==> src/rtl/alu_op_dispatch_if.sv <==
// -----------------------------------------------------------------------------
// alu_op_dispatch_if
//   Bundles every non-clock/reset signal of the ALU operation dispatcher.
//
//   Request side : req_valid, req_ready, req_op[2:0], req_a[N-1:0], req_b[N-1:0]
//   Unit side    : unit_en[6:0], opd_a[N-1:0], opd_b[N-1:0], unit_done[6:0]
//   Response side: sel_out[2:0], rsp_valid, rsp_ready, rsp_err
//
//   slave  : the dispatcher itself
//   master : the requester / functional units / response consumer
// -----------------------------------------------------------------------------
interface alu_op_dispatch_if #(
    parameter int N = 4
);
    logic           req_valid;
    logic           req_ready;
    logic [2:0]     req_op;
    logic [N-1:0]   req_a;
    logic [N-1:0]   req_b;
    logic [6:0]     unit_en;
    logic [N-1:0]   opd_a;
    logic [N-1:0]   opd_b;
    logic [6:0]     unit_done;
    logic [2:0]     sel_out;
    logic           rsp_valid;
    logic           rsp_ready;
    logic           rsp_err;

    modport slave (
        input  req_valid, req_op, req_a, req_b, unit_done, rsp_ready,
        output req_ready, unit_en, opd_a, opd_b, sel_out, rsp_valid, rsp_err
    );

    modport master (
        output req_valid, req_op, req_a, req_b, unit_done, rsp_ready,
        input  req_ready, unit_en, opd_a, opd_b, sel_out, rsp_valid, rsp_err
    );
endinterface

==> src/rtl/alu_op_dispatch.sv <==
// -----------------------------------------------------------------------------
// alu_op_dispatch
//   Issue-side counterpart of the ALU result multiplexer. Accepts one request
//   at a time, pulses a one-hot start to one of seven functional units, waits
//   for that unit's completion (bounded by TIMEOUT cycles) and then presents a
//   response with the result-mux select.
//
//   Ports:
//     clk  - clock, rising edge
//     rst  - asynchronous active-high reset
//     bus  - alu_op_dispatch_if.slave (request, unit and response signals)
//
//   Parameters:
//     N       - operand width
//     TIMEOUT - max WAIT cycles before an error response (1..255)
// -----------------------------------------------------------------------------
module alu_op_dispatch #(
    parameter int N       = 4,
    parameter int TIMEOUT = 15
) (
    input  logic               clk,
    input  logic               rst,
    alu_op_dispatch_if.slave   bus
);
    localparam int          CNT_W     = $clog2(TIMEOUT + 1);
    localparam logic [2:0]  OP_ILLEGAL = 3'b111;

    typedef enum logic [1:0] {
        IDLE  = 2'd0,
        ISSUE = 2'd1,
        WAIT  = 2'd2,
        RESP  = 2'd3
    } state_t;

    state_t             state_q, state_d;
    logic [2:0]         op_q,    op_d;
    logic [N-1:0]       opd_a_q, opd_a_d;
    logic [N-1:0]       opd_b_q, opd_b_d;
    logic               err_q,   err_d;
    logic [CNT_W-1:0]   cnt_q,   cnt_d;

    logic [6:0]         op_onehot;
    logic               done_hit;

    // One-hot decode of the captured op; the illegal code decodes to zero so
    // it can never start a unit nor be matched against unit_done.
    always_comb begin
        op_onehot = '0;
        if (op_q != OP_ILLEGAL) begin
            op_onehot[op_q] = 1'b1;
        end
    end

    // Only the active unit's completion bit is observed.
    assign done_hit = |(bus.unit_done & op_onehot);

    // NOTE: every signal written here gets a default first, so no path leaves
    // it unassigned and no latch is inferred.
    always_comb begin
        state_d       = state_q;
        op_d          = op_q;
        opd_a_d       = opd_a_q;
        opd_b_d       = opd_b_q;
        err_d         = err_q;
        cnt_d         = cnt_q;
        bus.req_ready = 1'b0;
        bus.unit_en   = '0;
        bus.rsp_valid = 1'b0;

        unique case (state_q)
            IDLE: begin
                bus.req_ready = 1'b1;
                if (bus.req_valid) begin
                    op_d    = bus.req_op;
                    opd_a_d = bus.req_a;
                    opd_b_d = bus.req_b;
                    cnt_d   = '0;
                    if (bus.req_op == OP_ILLEGAL) begin
                        // Illegal op skips the units entirely.
                        state_d = RESP;
                        err_d   = 1'b1;
                    end else begin
                        state_d = ISSUE;
                        err_d   = 1'b0;
                    end
                end
            end

            ISSUE: begin
                // unit_done is deliberately not looked at here.
                bus.unit_en = op_onehot;
                state_d     = WAIT;
            end

            WAIT: begin
                if (done_hit) begin
                    state_d = RESP;
                    err_d   = 1'b0;
                end else if (cnt_q == CNT_W'(TIMEOUT - 1)) begin
                    state_d = RESP;
                    err_d   = 1'b1;
                end else begin
                    cnt_d = cnt_q + 1'b1;
                end
            end

            RESP: begin
                bus.rsp_valid = 1'b1;
                if (bus.rsp_ready) begin
                    state_d = IDLE;
                    err_d   = 1'b0;
                end
            end

            default: state_d = IDLE;
        endcase
    end

    // NOTE: state registers use non-blocking assignments so every flop samples
    // the pre-edge values of the others.
    always_ff @(posedge clk or posedge rst) begin
        if (rst) begin
            state_q <= IDLE;
            op_q    <= '0;
            opd_a_q <= '0;
            opd_b_q <= '0;
            err_q   <= 1'b0;
            cnt_q   <= '0;
        end else begin
            state_q <= state_d;
            op_q    <= op_d;
            opd_a_q <= opd_a_d;
            opd_b_q <= opd_b_d;
            err_q   <= err_d;
            cnt_q   <= cnt_d;
        end
    end

    // sel_out and operands persist after the response so the result mux keeps
    // routing the finished unit until the next acceptance.
    assign bus.sel_out = op_q;
    assign bus.opd_a   = opd_a_q;
    assign bus.opd_b   = opd_b_q;
    assign bus.rsp_err = err_q;

endmodule

==> src/flat_wrapper.sv <==
// flat-port wrapper written by rule: the top's interface ports become plain ports
module alu_op_dispatch_flat 
#(
    parameter int N       = 4,
    parameter int TIMEOUT = 15
)
  (clk, rst, bus_req_valid, bus_req_op, bus_req_a, bus_req_b, bus_unit_done, bus_rsp_ready, bus_req_ready, bus_unit_en, bus_opd_a, bus_opd_b, bus_sel_out, bus_rsp_valid, bus_rsp_err);
  alu_op_dispatch_if #(.N(N)) bus_i ();
  input  logic clk;
  input  logic rst;
  input wire logic [$bits(bus_i.req_valid)-1:0] bus_req_valid;
  input wire logic [$bits(bus_i.req_op)-1:0] bus_req_op;
  input wire logic [$bits(bus_i.req_a)-1:0] bus_req_a;
  input wire logic [$bits(bus_i.req_b)-1:0] bus_req_b;
  input wire logic [$bits(bus_i.unit_done)-1:0] bus_unit_done;
  input wire logic [$bits(bus_i.rsp_ready)-1:0] bus_rsp_ready;
  output wire logic [$bits(bus_i.req_ready)-1:0] bus_req_ready;
  output wire logic [$bits(bus_i.unit_en)-1:0] bus_unit_en;
  output wire logic [$bits(bus_i.opd_a)-1:0] bus_opd_a;
  output wire logic [$bits(bus_i.opd_b)-1:0] bus_opd_b;
  output wire logic [$bits(bus_i.sel_out)-1:0] bus_sel_out;
  output wire logic [$bits(bus_i.rsp_valid)-1:0] bus_rsp_valid;
  output wire logic [$bits(bus_i.rsp_err)-1:0] bus_rsp_err;
  assign bus_i.req_valid = bus_req_valid;
  assign bus_i.req_op = bus_req_op;
  assign bus_i.req_a = bus_req_a;
  assign bus_i.req_b = bus_req_b;
  assign bus_i.unit_done = bus_unit_done;
  assign bus_i.rsp_ready = bus_rsp_ready;
  assign bus_req_ready = bus_i.req_ready;
  assign bus_unit_en = bus_i.unit_en;
  assign bus_opd_a = bus_i.opd_a;
  assign bus_opd_b = bus_i.opd_b;
  assign bus_sel_out = bus_i.sel_out;
  assign bus_rsp_valid = bus_i.rsp_valid;
  assign bus_rsp_err = bus_i.rsp_err;
  alu_op_dispatch #(.N(N), .TIMEOUT(TIMEOUT)) u_core (.clk(clk), .rst(rst), .bus(bus_i));
endmodule
==> config.mk <==
export PLATFORM = sky130hd
export DESIGN_NAME = alu_op_dispatch_flat
export DESIGN_NICKNAME = d
export VERILOG_FILES = /design/src/rtl/alu_op_dispatch_if.sv /design/src/rtl/alu_op_dispatch.sv /design/src/flat_wrapper.sv
export SDC_FILE = /design/constraint.sdc
export NUM_CORES = 1
export LEC_CHECK = 0
export CORE_MARGIN = 2
export CORE_UTILIZATION = 30
export DETAILED_ROUTE_END_ITERATION = 16
export REMOVE_ABC_BUFFERS = 1
export SLEW_MARGIN = 40
export SYNTH_ARGS = -nofsm -noshare
export SYNTH_HDL_FRONTEND = slang
export SYNTH_SLANG_ARGS = --single-unit
==> constraint.sdc <==
create_clock -name clk -period 1.9 [get_ports clk]
set_input_delay 0.19 -clock clk [delete_from_list [all_inputs] [get_ports clk]]
set_output_delay 0.19 -clock clk [all_outputs]
set_load 0.05 [all_outputs]
==> results of run 1 <==
## registers in the layout, summed over array words and instances (netlist names)
| name | flops |
|---|---|
| u_core.state_q | 2 |
| u_core.bus.sel_out | 3 |
| u_core.bus.opd_b | 4 |
| u_core.cnt_q | 4 |
| u_core.bus.rsp_err | 1 |
| u_core.bus.opd_a | 4 |
## metrics by stage
stage                     area (µm²)  instances
after detailed placement        1750        208
after global routing            1810        212
final                           1810        212
after CTS                       1800        212
after floorplan                 1080        103
after global placement          1750        208
## kinds of logic after synthesis
family / after synthesis / share of synthesized area (%)
simple gates: 36 / 17.4
mux: 19 / 18.2
compound gates: 15 / 10.0
buf+inv: 15 / 6.56
fa+ha+maj: 7 / 7.79
flops: 18 / 40.0
## per-layer routing
metal	up-vias	track usage (%)	wire length, µm
met5	-	0	0
met4	0	5.47	42
met3	4	1.88	104
met2	27	24.9	1450
met1	506	18.9	1330
li1	495	-	-
## area by class of cell
type / instances / area [µm²]
clock buffer: 4 / 55.1
multi-input combinational: 77 / 604
tap: 48 / 60.1
fill: 359 / 1830
inverter: 8 / 30.0
timing repair buffer: 57 / 608
sequential: 18 / 450
## Yosys cell counts (all sizes together) (2+ instances only)
cell,number
a211o,2
a31oi,2
buf,4
clkbuf,3
dfrtp,18
ha,7
inv,8
mux2,12
mux2i,7
nand2,8
nand2b,3
nand3,5
nand4,2
nor2,7
nor2b,2
nor3,5
o211ai,2
o21ai,2
## repair_timing
item | in CTS | in global routing
gates resized for setup | 0 | 3
setup endpoints to repair | 0 | 1
endpoints found under the hold margin | 0 | 0
## path summary, 6_finish.rpt
kind,from,end,slack (ps),depth (start not counted)
min,rst,u_core.bus.sel_out[2]$_DFFE_PP0P_,360,2
min in group clk,u_core.bus.opd_a[3]$_DFFE_PP0P_,u_core.bus.opd_a[3]$_DFFE_PP0P_,500,1
max in group asynchronous,rst,u_core.bus.opd_b[2]$_DFFE_PP0P_,1090,2
min reg2reg,u_core.bus.opd_a[3]$_DFFE_PP0P_,u_core.bus.opd_a[3]$_DFFE_PP0P_,500,1
max reg2reg,u_core.bus.sel_out[1]$_DFFE_PP0P_,u_core.cnt_q[3]$_DFFE_PP0P_,80,6
max,u_core.bus.sel_out[1]$_DFFE_PP0P_,u_core.cnt_q[3]$_DFFE_PP0P_,80,6
## power by group through the flow
stage | logic (mW) | registers [mW] | clock network [mW]
3_3_place_gp | 2.23 | 0.698 | 0
2_1_floorplan | 0.897 | 1.18 | 0
5_1_grt | 2.41 | 0.728 | 0.337
4_1_cts | 2.27 | 0.702 | 0.322
6_report | 2.26 | 0.701 | 0.317
3_5_place_dp | 2.26 | 0.711 | 0
==> impl_metrics.prom, run 1 <==
# TYPE chip_impl_metric gauge
chip_impl_metric{name="drt_first_iter_violations",unit=""} 38
chip_impl_info{name="yosys-top-cells-area",value="sky130_fd_sc_hd__dfrtp_1, sky130_fd_sc_hd__mux2_2, sky130_fd_sc_hd__ha_1"} 1
chip_impl_metric{name="ctsHoldBuffers",unit=""} 0
chip_impl_metric{name="initial_core_util",unit="%"} 31.0
chip_impl_metric{name="detail_route.first_pass.iterations",unit=""} 4
chip_impl_info{name="worstSetupPathType",value="reg2reg"} 1
chip_impl_metric{name="power.switching",unit="mW"} 1.55
chip_impl_metric{name="post_synth_design_cell_area",unit="µm²"} 1120
chip_impl_metric{name="slew_headroom",unit="%"} 51.8
chip_impl_metric{name="worst_hold_slack",unit="ps"} 357
chip_impl_metric{name="insertion_delay",unit="ps"} 250
chip_impl_metric{name="drive_above_1_share",unit="%"} 28.0
chip_impl_metric{name="fp.dieH",unit="µm"} 65.2
chip_impl_metric{name="post_drt_via_cell_ratio",unit=""} 4.87
chip_impl_metric{name="final.setup.tns",unit="ps"} 0
chip_impl_info{name="yosys_most_used_dff",value="sky130_fd_sc_hd__dfrtp_1"} 1
chip_impl_metric{name="worst_path_largest_cell_delay",unit="ps"} 450
chip_impl_info{name="sort_of_element_at_the_end_of_the_critical_path",value="flop"} 1
chip_impl_info{name="netlist.top_cell.by_area",value="sky130_fd_sc_hd__dfrtp_1"} 1
chip_impl_metric{name="final_core_utilization",unit="%"} 49.8
chip_impl_metric{name="setup_viol",unit=""} 0
chip_impl_metric{name="synth_seq_area_share",unit="%"} 40.0
chip_impl_info{name="crit_path_cell_trace",value="mux2i_2 -> o311a_1 -> and3_4 -> buf_4 -> o21ai_1 -> a211o_1"} 1
chip_impl_metric{name="ys_async_sr_fraction",unit="%"} 100
chip_impl_info{name="critPathTopFamily",value="compound AO/OA/AOI/OAI gates"} 1
chip_impl_metric{name="p_leak",unit="nW"} 0.793
chip_impl_metric{name="gr-total-overflow",unit=""} 0
chip_impl_metric{name="final-max-slew-violation-count",unit=""} 0
chip_impl_metric{name="sw_share",unit="%"} 47.4
chip_impl_metric{name="comb_power_share",unit="%"} 68.9
chip_impl_metric{name="diodes",unit=""} 0
chip_impl_metric{name="finalWorstPathRequiredPeriod",unit="ps"} 1820
chip_impl_metric{name="floorplan.die_area",unit="µm²"} 4250
chip_impl_metric{name="core_area",unit="µm²"} 3630
chip_impl_metric{name="post_cts_buffers",unit=""} 0
chip_impl_metric{name="yosysWarningCount",unit=""} 0
chip_impl_metric{name="nNetsFinal",unit=""} 194
chip_impl_info{name="layout.cells.most_common_list",value="sky130_fd_sc_hd__clkdlybuf4s50_1, sky130_fd_sc_hd__dfrtp_1, sky130_fd_sc_hd__buf_4"} 1
chip_impl_metric{name="yosys_register_bits",unit=""} 18
chip_impl_metric{name="final-hold-violation-count",unit=""} 0
chip_impl_info{name="cts-root-buf",value="sky130_fd_sc_hd__clkbuf_8"} 1
chip_impl_metric{name="dieWidth",unit="µm"} 65.2
chip_impl_info{name="hp-class",value="in2async"} 1
chip_impl_metric{name="critical_path_peak_fanout",unit=""} 8
chip_impl_metric{name="setup_slack",unit="ps"} 83.0
chip_impl_metric{name="power_density",unit="nW/µm²"} 1810
chip_impl_metric{name="ios",unit=""} 43
chip_impl_metric{name="intPower",unit="mW"} 1.72
chip_impl_metric{name="ir_drop_worst_case_vdd",unit="mV"} 0.548
chip_impl_metric{name="io_buffers",unit=""} 42
chip_impl_metric{name="final.period_utilization",unit="%"} 95.6
chip_impl_metric{name="first_pass_grt_wire_length",unit="µm"} 4840
chip_impl_metric{name="clk_path_buf_depth",unit=""} 2
chip_impl_info{name="cts_tree",value="done"} 1
chip_impl_metric{name="via_count",unit=""} 1032
chip_impl_metric{name="detailedPlace.worstSlack",unit="ps"} -31.5
chip_impl_metric{name="numClockSinks",unit=""} 18
chip_impl_metric{name="clock_skew",unit="ps"} 3.32
chip_impl_info{name="most_common_cell_after_layout_fill_and_taps_aside",value="sky130_fd_sc_hd__clkdlybuf4s50_1"} 1
chip_impl_metric{name="finalWirelength",unit="µm"} 2920
chip_impl_metric{name="post-synth-top-area-fraction",unit="%"} 40.0
chip_impl_metric{name="synth.lib_cells_used.distinct",unit=""} 34
chip_impl_metric{name="gp_routability_congestion",unit=""} 0.792
chip_impl_metric{name="via_count_of_the_first_global_routing_pass",unit=""} 1043
chip_impl_info{name="worst_path_max_delay_cell",value="sky130_fd_sc_hd__dfrtp_1"} 1
chip_impl_metric{name="max_clock_freq",unit="MHz"} 550
chip_impl_metric{name="routed_wire_length_per_instance",unit="µm"} 13.8
chip_impl_metric{name="globalRouteTotalUtil",unit="%"} 14.6
chip_impl_metric{name="route.detailed.drc",unit=""} 0
chip_impl_metric{name="cap_violations",unit=""} 0
chip_impl_metric{name="syn_inst",unit=""} 110
chip_impl_metric{name="timing.critical_path.required",unit="ps"} 2050
chip_impl_metric{name="clkSlewWorstSetupHoldPaths",unit="ps"} 70
chip_impl_info{name="run_status",value="complete, no violations"} 1
chip_impl_metric{name="clkPwrFrac",unit="%"} 9.7
chip_impl_metric{name="number_of_enable_type_register_cells_in_the_synthesized_netlist",unit=""} 0
chip_impl_metric{name="cp_data_arrival_time",unit="ps"} 1960
chip_impl_metric{name="share_seq_of_total_power",unit="%"} 21.4
chip_impl_metric{name="critical_path.n_buffers_inverters",unit=""} 1
chip_impl_info{name="worst_setup_path_start_kind",value="flop"} 1
chip_impl_metric{name="htreeDepth",unit=""} 1
chip_impl_metric{name="post-layout-total-power",unit="mW"} 3.28
chip_impl_metric{name="areaGrowthSynthToFinish",unit="%"} 60.7
chip_impl_metric{name="detailed_place_hpwl",unit="µm"} 2330
chip_impl_metric{name="grt_start_max_net_pins",unit=""} 19
chip_impl_metric{name="placementRows",unit=""} 22
chip_impl_metric{name="cts-buffers-inserted",unit=""} 3
chip_impl_metric{name="ant_nets",unit=""} 0
chip_impl_metric{name="synthesis.area_per_instance",unit="µm²"} 10.2
chip_impl_metric{name="antenna_found_initial",unit=""} 0
chip_impl_metric{name="tightestPinTransition",unit="ps"} 723
No activity file was read; power rests on OpenSTA's default activity.
==> run 2: changes to the inputs <==
Settings changed: CTS_CLUSTER_SIZE from default to 25.
Clock period 1.9 ns to 2.3 ns, I/O delays scaled along.
==> run 2 against run 1 <==
Against the previous run:
- critical path depth unchanged
- final area fell by 10%
- die area did not move
- clock skew barely moved
- sequential power shrank 12%
- core utilization decreased by 5.1 points
- fmax shrank 6.6%
- first-iteration DRC count shrank 63%
- sequential share of layout area rose by 2.9 points
- largest cell class is now multi-input combinational cells
- largest power group unchanged
- highest routed layer unchanged
==> impl_metrics.prom, run 2 (synthesized netlist as in run 1, its figures left out) <==
# TYPE chip_impl_metric gauge
chip_impl_metric{name="wl_met3",unit="µm"} 137
chip_impl_metric{name="areaGrowthSynthToFinish",unit="%"} 44.2
chip_impl_info{name="cts-root-buf",value="sky130_fd_sc_hd__clkbuf_8"} 1
chip_impl_metric{name="drive_above_1_share",unit="%"} 14.1
chip_impl_info{name="rr_startpoint",value="u_core.state_q[0]$_DFFE_PP0P_"} 1
chip_impl_metric{name="final-max-slew-violation-count",unit=""} 0
chip_impl_metric{name="final.setup.tns",unit="ps"} 0
chip_impl_metric{name="placementRows",unit=""} 22
chip_impl_metric{name="io_buffers",unit=""} 42
chip_impl_metric{name="first_pass_grt_wire_length",unit="µm"} 4490
chip_impl_info{name="worst_setup_path_startpoint",value="u_core.state_q[0]$_DFFE_PP0P_"} 1
chip_impl_metric{name="ant_nets",unit=""} 0
chip_impl_metric{name="final.period_utilization",unit="%"} 84.6
chip_impl_metric{name="fp.dieH",unit="µm"} 65.2
chip_impl_metric{name="slew_headroom",unit="%"} 55.2
chip_impl_metric{name="cts-buffers-inserted",unit=""} 3
chip_impl_metric{name="detail_route.first_pass.iterations",unit=""} 4
chip_impl_info{name="crit_path_cell_trace",value="inv_1 -> ha_1 -> o311a_1 -> and3_4 -> o21ai_1 -> a211o_1"} 1
chip_impl_metric{name="worst_path_largest_cell_delay",unit="ps"} 410
chip_impl_info{name="cts_tree",value="done"} 1
chip_impl_metric{name="timing.reg2reg.setup_slack",unit="ps"} 360
chip_impl_metric{name="drt_first_iter_violations",unit=""} 14
chip_impl_info{name="worstSetupPathType",value="reg2reg"} 1
chip_impl_metric{name="detailedPlace.worstSlack",unit="ps"} 265
chip_impl_info{name="worst_setup_path_start_kind",value="flop"} 1
chip_impl_metric{name="critical_path.n_buffers_inverters",unit=""} 1
chip_impl_metric{name="finalWirelength",unit="µm"} 2610
chip_impl_metric{name="via_count_of_the_first_global_routing_pass",unit=""} 939
chip_impl_metric{name="timing.critical_path.required",unit="ps"} 2440
chip_impl_metric{name="met1Wirelength",unit="µm"} 1200
chip_impl_metric{name="clock_skew",unit="ps"} 3.31
chip_impl_metric{name="gr-total-overflow",unit=""} 0
chip_impl_metric{name="finalWorstPathRequiredPeriod",unit="ps"} 1940
chip_impl_metric{name="htreeDepth",unit=""} 1
chip_impl_info{name="rsz0062_at_grt",value="no"} 1
chip_impl_metric{name="post_drt_via_cell_ratio",unit=""} 4.82
chip_impl_metric{name="critical_path_peak_fanout",unit=""} 9
chip_impl_metric{name="antenna_found_initial",unit=""} 0
chip_impl_metric{name="ir_drop_worst_case_vdd",unit="mV"} 0.347
chip_impl_metric{name="routed_wire_length_per_instance",unit="µm"} 13.2
chip_impl_info{name="layout.cells.most_common_list",value="sky130_fd_sc_hd__clkdlybuf4s50_1, sky130_fd_sc_hd__dfrtp_1, sky130_fd_sc_hd__mux2_2"} 1
chip_impl_metric{name="core_area",unit="µm²"} 3630
chip_impl_info{name="sort_of_element_at_the_end_of_the_critical_path",value="flop"} 1
chip_impl_metric{name="clkSlewWorstSetupHoldPaths",unit="ps"} 70
chip_impl_metric{name="post_cts_buffers",unit=""} 0
chip_impl_metric{name="detailed_place_hpwl",unit="µm"} 2040
chip_impl_info{name="highest-signal-layer",value="met4"} 1
chip_impl_metric{name="gp_routability_congestion",unit=""} 0.782
chip_impl_metric{name="power_density",unit="nW/µm²"} 1500
chip_impl_metric{name="detailroute.wirelength.met2",unit="µm"} 1210
chip_impl_metric{name="clk_path_buf_depth",unit=""} 2
chip_impl_metric{name="insertion_delay",unit="ps"} 260
chip_impl_metric{name="via_count",unit=""} 950
chip_impl_metric{name="max_clock_freq",unit="MHz"} 514
chip_impl_metric{name="grt_start_max_net_pins",unit=""} 19
chip_impl_metric{name="setup_slack",unit="ps"} 355
chip_impl_metric{name="worstRegToRegCells",unit=""} 6
chip_impl_metric{name="p_leak",unit="nW"} 0.772
chip_impl_metric{name="cap_violations",unit=""} 0
chip_impl_metric{name="nNetsFinal",unit=""} 179
chip_impl_metric{name="setup_viol",unit=""} 0
chip_impl_info{name="worst_path_max_delay_cell",value="sky130_fd_sc_hd__dfrtp_1"} 1
chip_impl_metric{name="cp_data_arrival_time",unit="ps"} 2090
chip_impl_metric{name="globalRouteTotalUtil",unit="%"} 13.6
chip_impl_metric{name="route.detailed.drc",unit=""} 0
chip_impl_metric{name="tightestPinTransition",unit="ps"} 668
chip_impl_metric{name="diodes",unit=""} 0
chip_impl_metric{name="numClockSinks",unit=""} 18
chip_impl_info{name="run_status",value="complete, no violations"} 1
chip_impl_metric{name="ios",unit=""} 43
chip_impl_metric{name="ctsHoldBuffers",unit=""} 0
chip_impl_metric{name="final-hold-violation-count",unit=""} 0
chip_impl_info{name="hp-class",value="in2async"} 1
chip_impl_metric{name="dieWidth",unit="µm"} 65.2
chip_impl_info{name="timing.rr.end",value="u_core.cnt_q[3]$_DFFE_PP0P_"} 1
chip_impl_metric{name="initial_core_util",unit="%"} 31.0
chip_impl_metric{name="worstSetupPathDepth",unit=""} 6
chip_impl_info{name="most_common_cell_after_layout_fill_and_taps_aside",value="sky130_fd_sc_hd__clkdlybuf4s50_1"} 1
chip_impl_info{name="critPathTopFamily",value="compound AO/OA/AOI/OAI gates"} 1
chip_impl_metric{name="floorplan.die_area",unit="µm²"} 4250
==> run 2: cell count changes in the layout (fill, tap and decap cells not counted), sizes merged <==
cell,before,now
inv,8,7
clkinv,0,1
buf,25,3
dlymetal6s2s,0,5
clkdlybuf4s50,32,34
==> run 2: area by class of cell <==
type	count	area (µm²)
tap	48	60.1
clock buffer	4	55.1
inverter	8	30.0
fill	358	2010
sequential	18	450
timing repair buffer	42	425
multi-input combinational	77	601
==> run 2: where the power goes <==
part           total [mW]  leakage [nW]  switching, mW  internal, mW
registers           0.617         0.220          0.155         0.462
clock network       0.261        0.0288          0.108         0.152
logic                1.55         0.523          0.949         0.602
total                2.43         0.772           1.21          1.22
==> run 2: layer usage <==
metal | up-vias | track usage (%)
met5 | - | 0
met1 | 455 | 18.1
met4 | 0 | 7.03
li1 | 465 | -
met3 | 4 | 1.54
met2 | 26 | 21.7
==> run 2: metrics by stage <==
step | hold slack (ps) | total power, mW | cell area, µm² | std cells | utilization (%)
CTS | 408 | 2.46 | 1610 | 197 | 44.3
detailed placement | 498 | 2.19 | 1550 | 193 | 42.8
floorplan | 169 | 1.72 | 1080 | 103 | -
global route | 352 | 2.60 | 1620 | 197 | 44.6
global placement | 490 | 2.16 | 1550 | 193 | 42.8
finish | 292 | 2.43 | 1620 | 197 | 44.6
==> run 2: how the worst max path moves through the flow <==
stage	end	slack (ps)
after floorplan	bus_unit_en[4]	100
after global placement	u_core.state_q[1]$_DFFE_PP0P_	290
after detailed placement	u_core.state_q[1]$_DFFE_PP0P_	270
after CTS	bus_unit_en[3]	20
after global routing	u_core.cnt_q[3]$_DFFE_PP0P_	220
final	u_core.cnt_q[3]$_DFFE_PP0P_	360
==> run 2: worst register-to-register path, delay by kind of cell (launching register included) <==
family | cells | cell delay (ps)
DFF | 1 | 410
buffers and inverters | 1 | 110
and+or+nand+nor | 1 | 290
adders and majority gates | 1 | 340
AOI/OAI and AO/OA | 3 | 680
==> run 2: what timing repair did <==
action                                 in CTS  in global routing
endpoints found under the hold margin       0                  0
gates resized for setup                     0                  5
setup endpoints to repair                   0                  5
==> run 3: changes to the inputs <==
Clock period 2.3 ns to 1.7 ns, I/O delays scaled along.
==> run 3 against run 2 <==
Against the previous run:
- the flow now finishes with violations (setup timing)
- fmax is 11% higher
- clock-buffer cell count stayed put
- power is 68% higher
- worst setup slack worse by 410 ps
- clock power is 34% higher
- first-iteration DRC count grew to 3.6 times the previous value
- global-route usage is 2.1 points higher
- core utilization is 10 points higher
- register-to-register slack worse by 410 ps
- sequential share of layout area is 5.2 points lower
- critical path type unchanged
- largest power group unchanged
==> impl_metrics.prom, run 3 (synthesized netlist as in run 1, its figures left out) <==
# TYPE chip_impl_metric gauge
chip_impl_info{name="run_status",value="finished, violations left"} 1
chip_impl_info{name="violations",value="setup timing"} 1
chip_impl_metric{name="slew_headroom",unit="%"} 65.7
chip_impl_metric{name="route.detailed.drc",unit=""} 0
chip_impl_metric{name="setup_viol",unit=""} 6
chip_impl_metric{name="fp.dieH",unit="µm"} 65.2
chip_impl_metric{name="clock_skew",unit="ps"} 6.15
chip_impl_metric{name="detailed_place_hpwl",unit="µm"} 2410
chip_impl_metric{name="area_taken_by_flip_flops_and_latches",unit="µm²"} 452
chip_impl_metric{name="globalRouteTotalUtil",unit="%"} 15.7
chip_impl_metric{name="final.period_utilization",unit="%"} 103
chip_impl_metric{name="detail_route.first_pass.iterations",unit=""} 4
chip_impl_metric{name="dieWidth",unit="µm"} 65.2
chip_impl_metric{name="htreeDepth",unit=""} 1
chip_impl_metric{name="areaGrowthSynthToFinish",unit="%"} 77.5
chip_impl_metric{name="initial_core_util",unit="%"} 31.0
chip_impl_metric{name="p_leak",unit="nW"} 0.885
chip_impl_metric{name="finalWorstPathRequiredPeriod",unit="ps"} 1760
chip_impl_info{name="hp-class",value="in2async"} 1
chip_impl_info{name="worst_setup_path_startpoint",value="u_core.bus.sel_out[2]$_DFFE_PP0P_"} 1
chip_impl_info{name="worstSetupPathType",value="reg2reg"} 1
chip_impl_metric{name="placementRows",unit=""} 22
chip_impl_metric{name="setup_slack",unit="ps"} -59.4
chip_impl_metric{name="clk_path_buf_depth",unit=""} 2
chip_impl_metric{name="ios",unit=""} 43
chip_impl_metric{name="cp_data_arrival_time",unit="ps"} 1900
chip_impl_metric{name="worst_path_largest_cell_delay",unit="ps"} 450
chip_impl_metric{name="io_buffers",unit=""} 42
chip_impl_metric{name="post_drt_via_cell_ratio",unit=""} 4.87
chip_impl_metric{name="routed_wire_length_per_instance",unit="µm"} 14.2
chip_impl_metric{name="first_pass_grt_wire_length",unit="µm"} 5080
chip_impl_metric{name="ant_nets",unit=""} 0
chip_impl_info{name="cts-root-buf",value="sky130_fd_sc_hd__clkbuf_8"} 1
chip_impl_metric{name="post-route-cell-area",unit="µm²"} 2000
chip_impl_metric{name="nNetsFinal",unit=""} 207
chip_impl_info{name="rsz0062_at_grt",value="yes"} 1
chip_impl_metric{name="insertion_delay",unit="ps"} 250
chip_impl_metric{name="drive_above_1_share",unit="%"} 42.9
chip_impl_metric{name="numClockSinks",unit=""} 18
chip_impl_metric{name="n_fill_cell",unit=""} 335
chip_impl_metric{name="post-layout-total-power",unit="mW"} 4.09
chip_impl_info{name="rr_startpoint",value="u_core.bus.sel_out[2]$_DFFE_PP0P_"} 1
chip_impl_metric{name="gr-total-overflow",unit=""} 0
chip_impl_metric{name="floorplan.die_area",unit="µm²"} 4250
chip_impl_info{name="worst_setup_path_start_kind",value="flop"} 1
chip_impl_metric{name="grt_start_max_net_pins",unit=""} 19
chip_impl_metric{name="clkSlewWorstSetupHoldPaths",unit="ps"} 70
chip_impl_metric{name="cap_violations",unit=""} 0
chip_impl_info{name="worst_path_max_delay_cell",value="sky130_fd_sc_hd__dfrtp_2"} 1
chip_impl_info{name="crit_path_cell_trace",value="or3b_1 -> a21o_1 -> and3_4 -> nor2_4 -> mux2_4"} 1
chip_impl_metric{name="core_area",unit="µm²"} 3630
chip_impl_metric{name="ir_drop_worst_case_vdd",unit="mV"} 0.533
chip_impl_metric{name="diodes",unit=""} 0
chip_impl_metric{name="final-max-slew-violation-count",unit=""} 0
chip_impl_info{name="sort_of_element_at_the_end_of_the_critical_path",value="flop"} 1
chip_impl_metric{name="via_count_of_the_first_global_routing_pass",unit=""} 1133
chip_impl_metric{name="placed_cell_areas",unit="µm²"} 1830
chip_impl_metric{name="critical_path_peak_fanout",unit=""} 7
chip_impl_metric{name="ctsHoldBuffers",unit=""} 0
chip_impl_metric{name="gp_routability_congestion",unit=""} 0.837
chip_impl_metric{name="timing.critical_path.required",unit="ps"} 1840
chip_impl_metric{name="max_clock_freq",unit="MHz"} 568
chip_impl_metric{name="drt_first_iter_violations",unit=""} 51
chip_impl_metric{name="antenna_found_initial",unit=""} 0
chip_impl_metric{name="area_of_the_multi_input_gates",unit="µm²"} 669
chip_impl_metric{name="cts-buffers-inserted",unit=""} 3
chip_impl_info{name="layout.cells.most_common_list",value="sky130_fd_sc_hd__clkdlybuf4s50_1, sky130_fd_sc_hd__buf_4, sky130_fd_sc_hd__dfrtp_1"} 1
chip_impl_metric{name="via_count",unit=""} 1095
chip_impl_metric{name="tightestPinTransition",unit="ps"} 513
chip_impl_metric{name="power_density",unit="nW/µm²"} 2050
chip_impl_info{name="cts_tree",value="done"} 1
chip_impl_metric{name="finalWirelength",unit="µm"} 3210
chip_impl_metric{name="final-hold-violation-count",unit=""} 0
[run 3: repair_timing]
| action | in CTS | in global routing |
|---|---|---|
| setup endpoints to repair | 8 | 25 |
| pin swaps | 3 | 5 |
| buffers inserted | 3 | 2 |
| resized for setup | 8 | 15 |
| gates cloned | 0 | 0 |
[run 3: final cells by class]
cell class | count | share of cell area, %
clock buffers | 4 | 2.76
well taps | 48 | 3.01
inverters | 8 | 1.50
multi-input cells | 77 | 33.5
repair buffers | 70 | 36.6
flip-flops and latches | 18 | 22.6
[run 3: path summary, 6_finish.rpt]
| path | end | slack (ps) | cells past startpoint |
|---|---|---|---|
| min | u_core.bus.sel_out[1]$_DFFE_PP0P_ | 240 | 3 |
| max in group asynchronous | u_core.bus.sel_out[2]$_DFFE_PP0P_ | 1250 | 3 |
| max | u_core.state_q[1]$_DFFE_PP0P_ | -60 | 5 |
| min in group clk | u_core.bus.opd_a[2]$_DFFE_PP0P_ | 510 | 1 |
| max reg2reg | u_core.state_q[1]$_DFFE_PP0P_ | -60 | 5 |
| min reg2reg | u_core.bus.opd_a[2]$_DFFE_PP0P_ | 510 | 1 |
[run 3: worst max-delay path, delay by kind of cell (launching register included)]
| kind | cells | cell delay (ps) |
|---|---|---|
| flops | 1 | 450 |
| mux | 1 | 300 |
| simple gates | 3 | 690 |
| compound gates | 1 | 200 |
[run 3: power breakdown]
group          switching, mW  total, mW  internal, mW
Combinational           1.61       2.97          1.36
Clock                  0.143      0.349         0.206
Sequential             0.142      0.771         0.629
[run 3: layer usage]
layer / global-route usage, % / wire (µm) / up-vias
met4: 7.55 / 65 / 0
met5: 0 / 0 / -
met1: 18.2 / 1310 / 517
met3: 1.88 / 149 / 6
met2: 28.4 / 1680 / 46
li1: - / - / 526
[run 3: per-stage QoR]
stage	instances	util (%)	hold WS (ps)	TNS, ps	setup WS [ps]
detailed placement	216	50.3	492	-1430	-245
global placement	216	50.3	489	-1280	-223
CTS	223	53.1	248	-47.3	-23.0
global route	225	55.0	282	-458	-89.5
floorplan	103	-	109	-5470	-438
finish	225	55.0	239	-240	-59.4
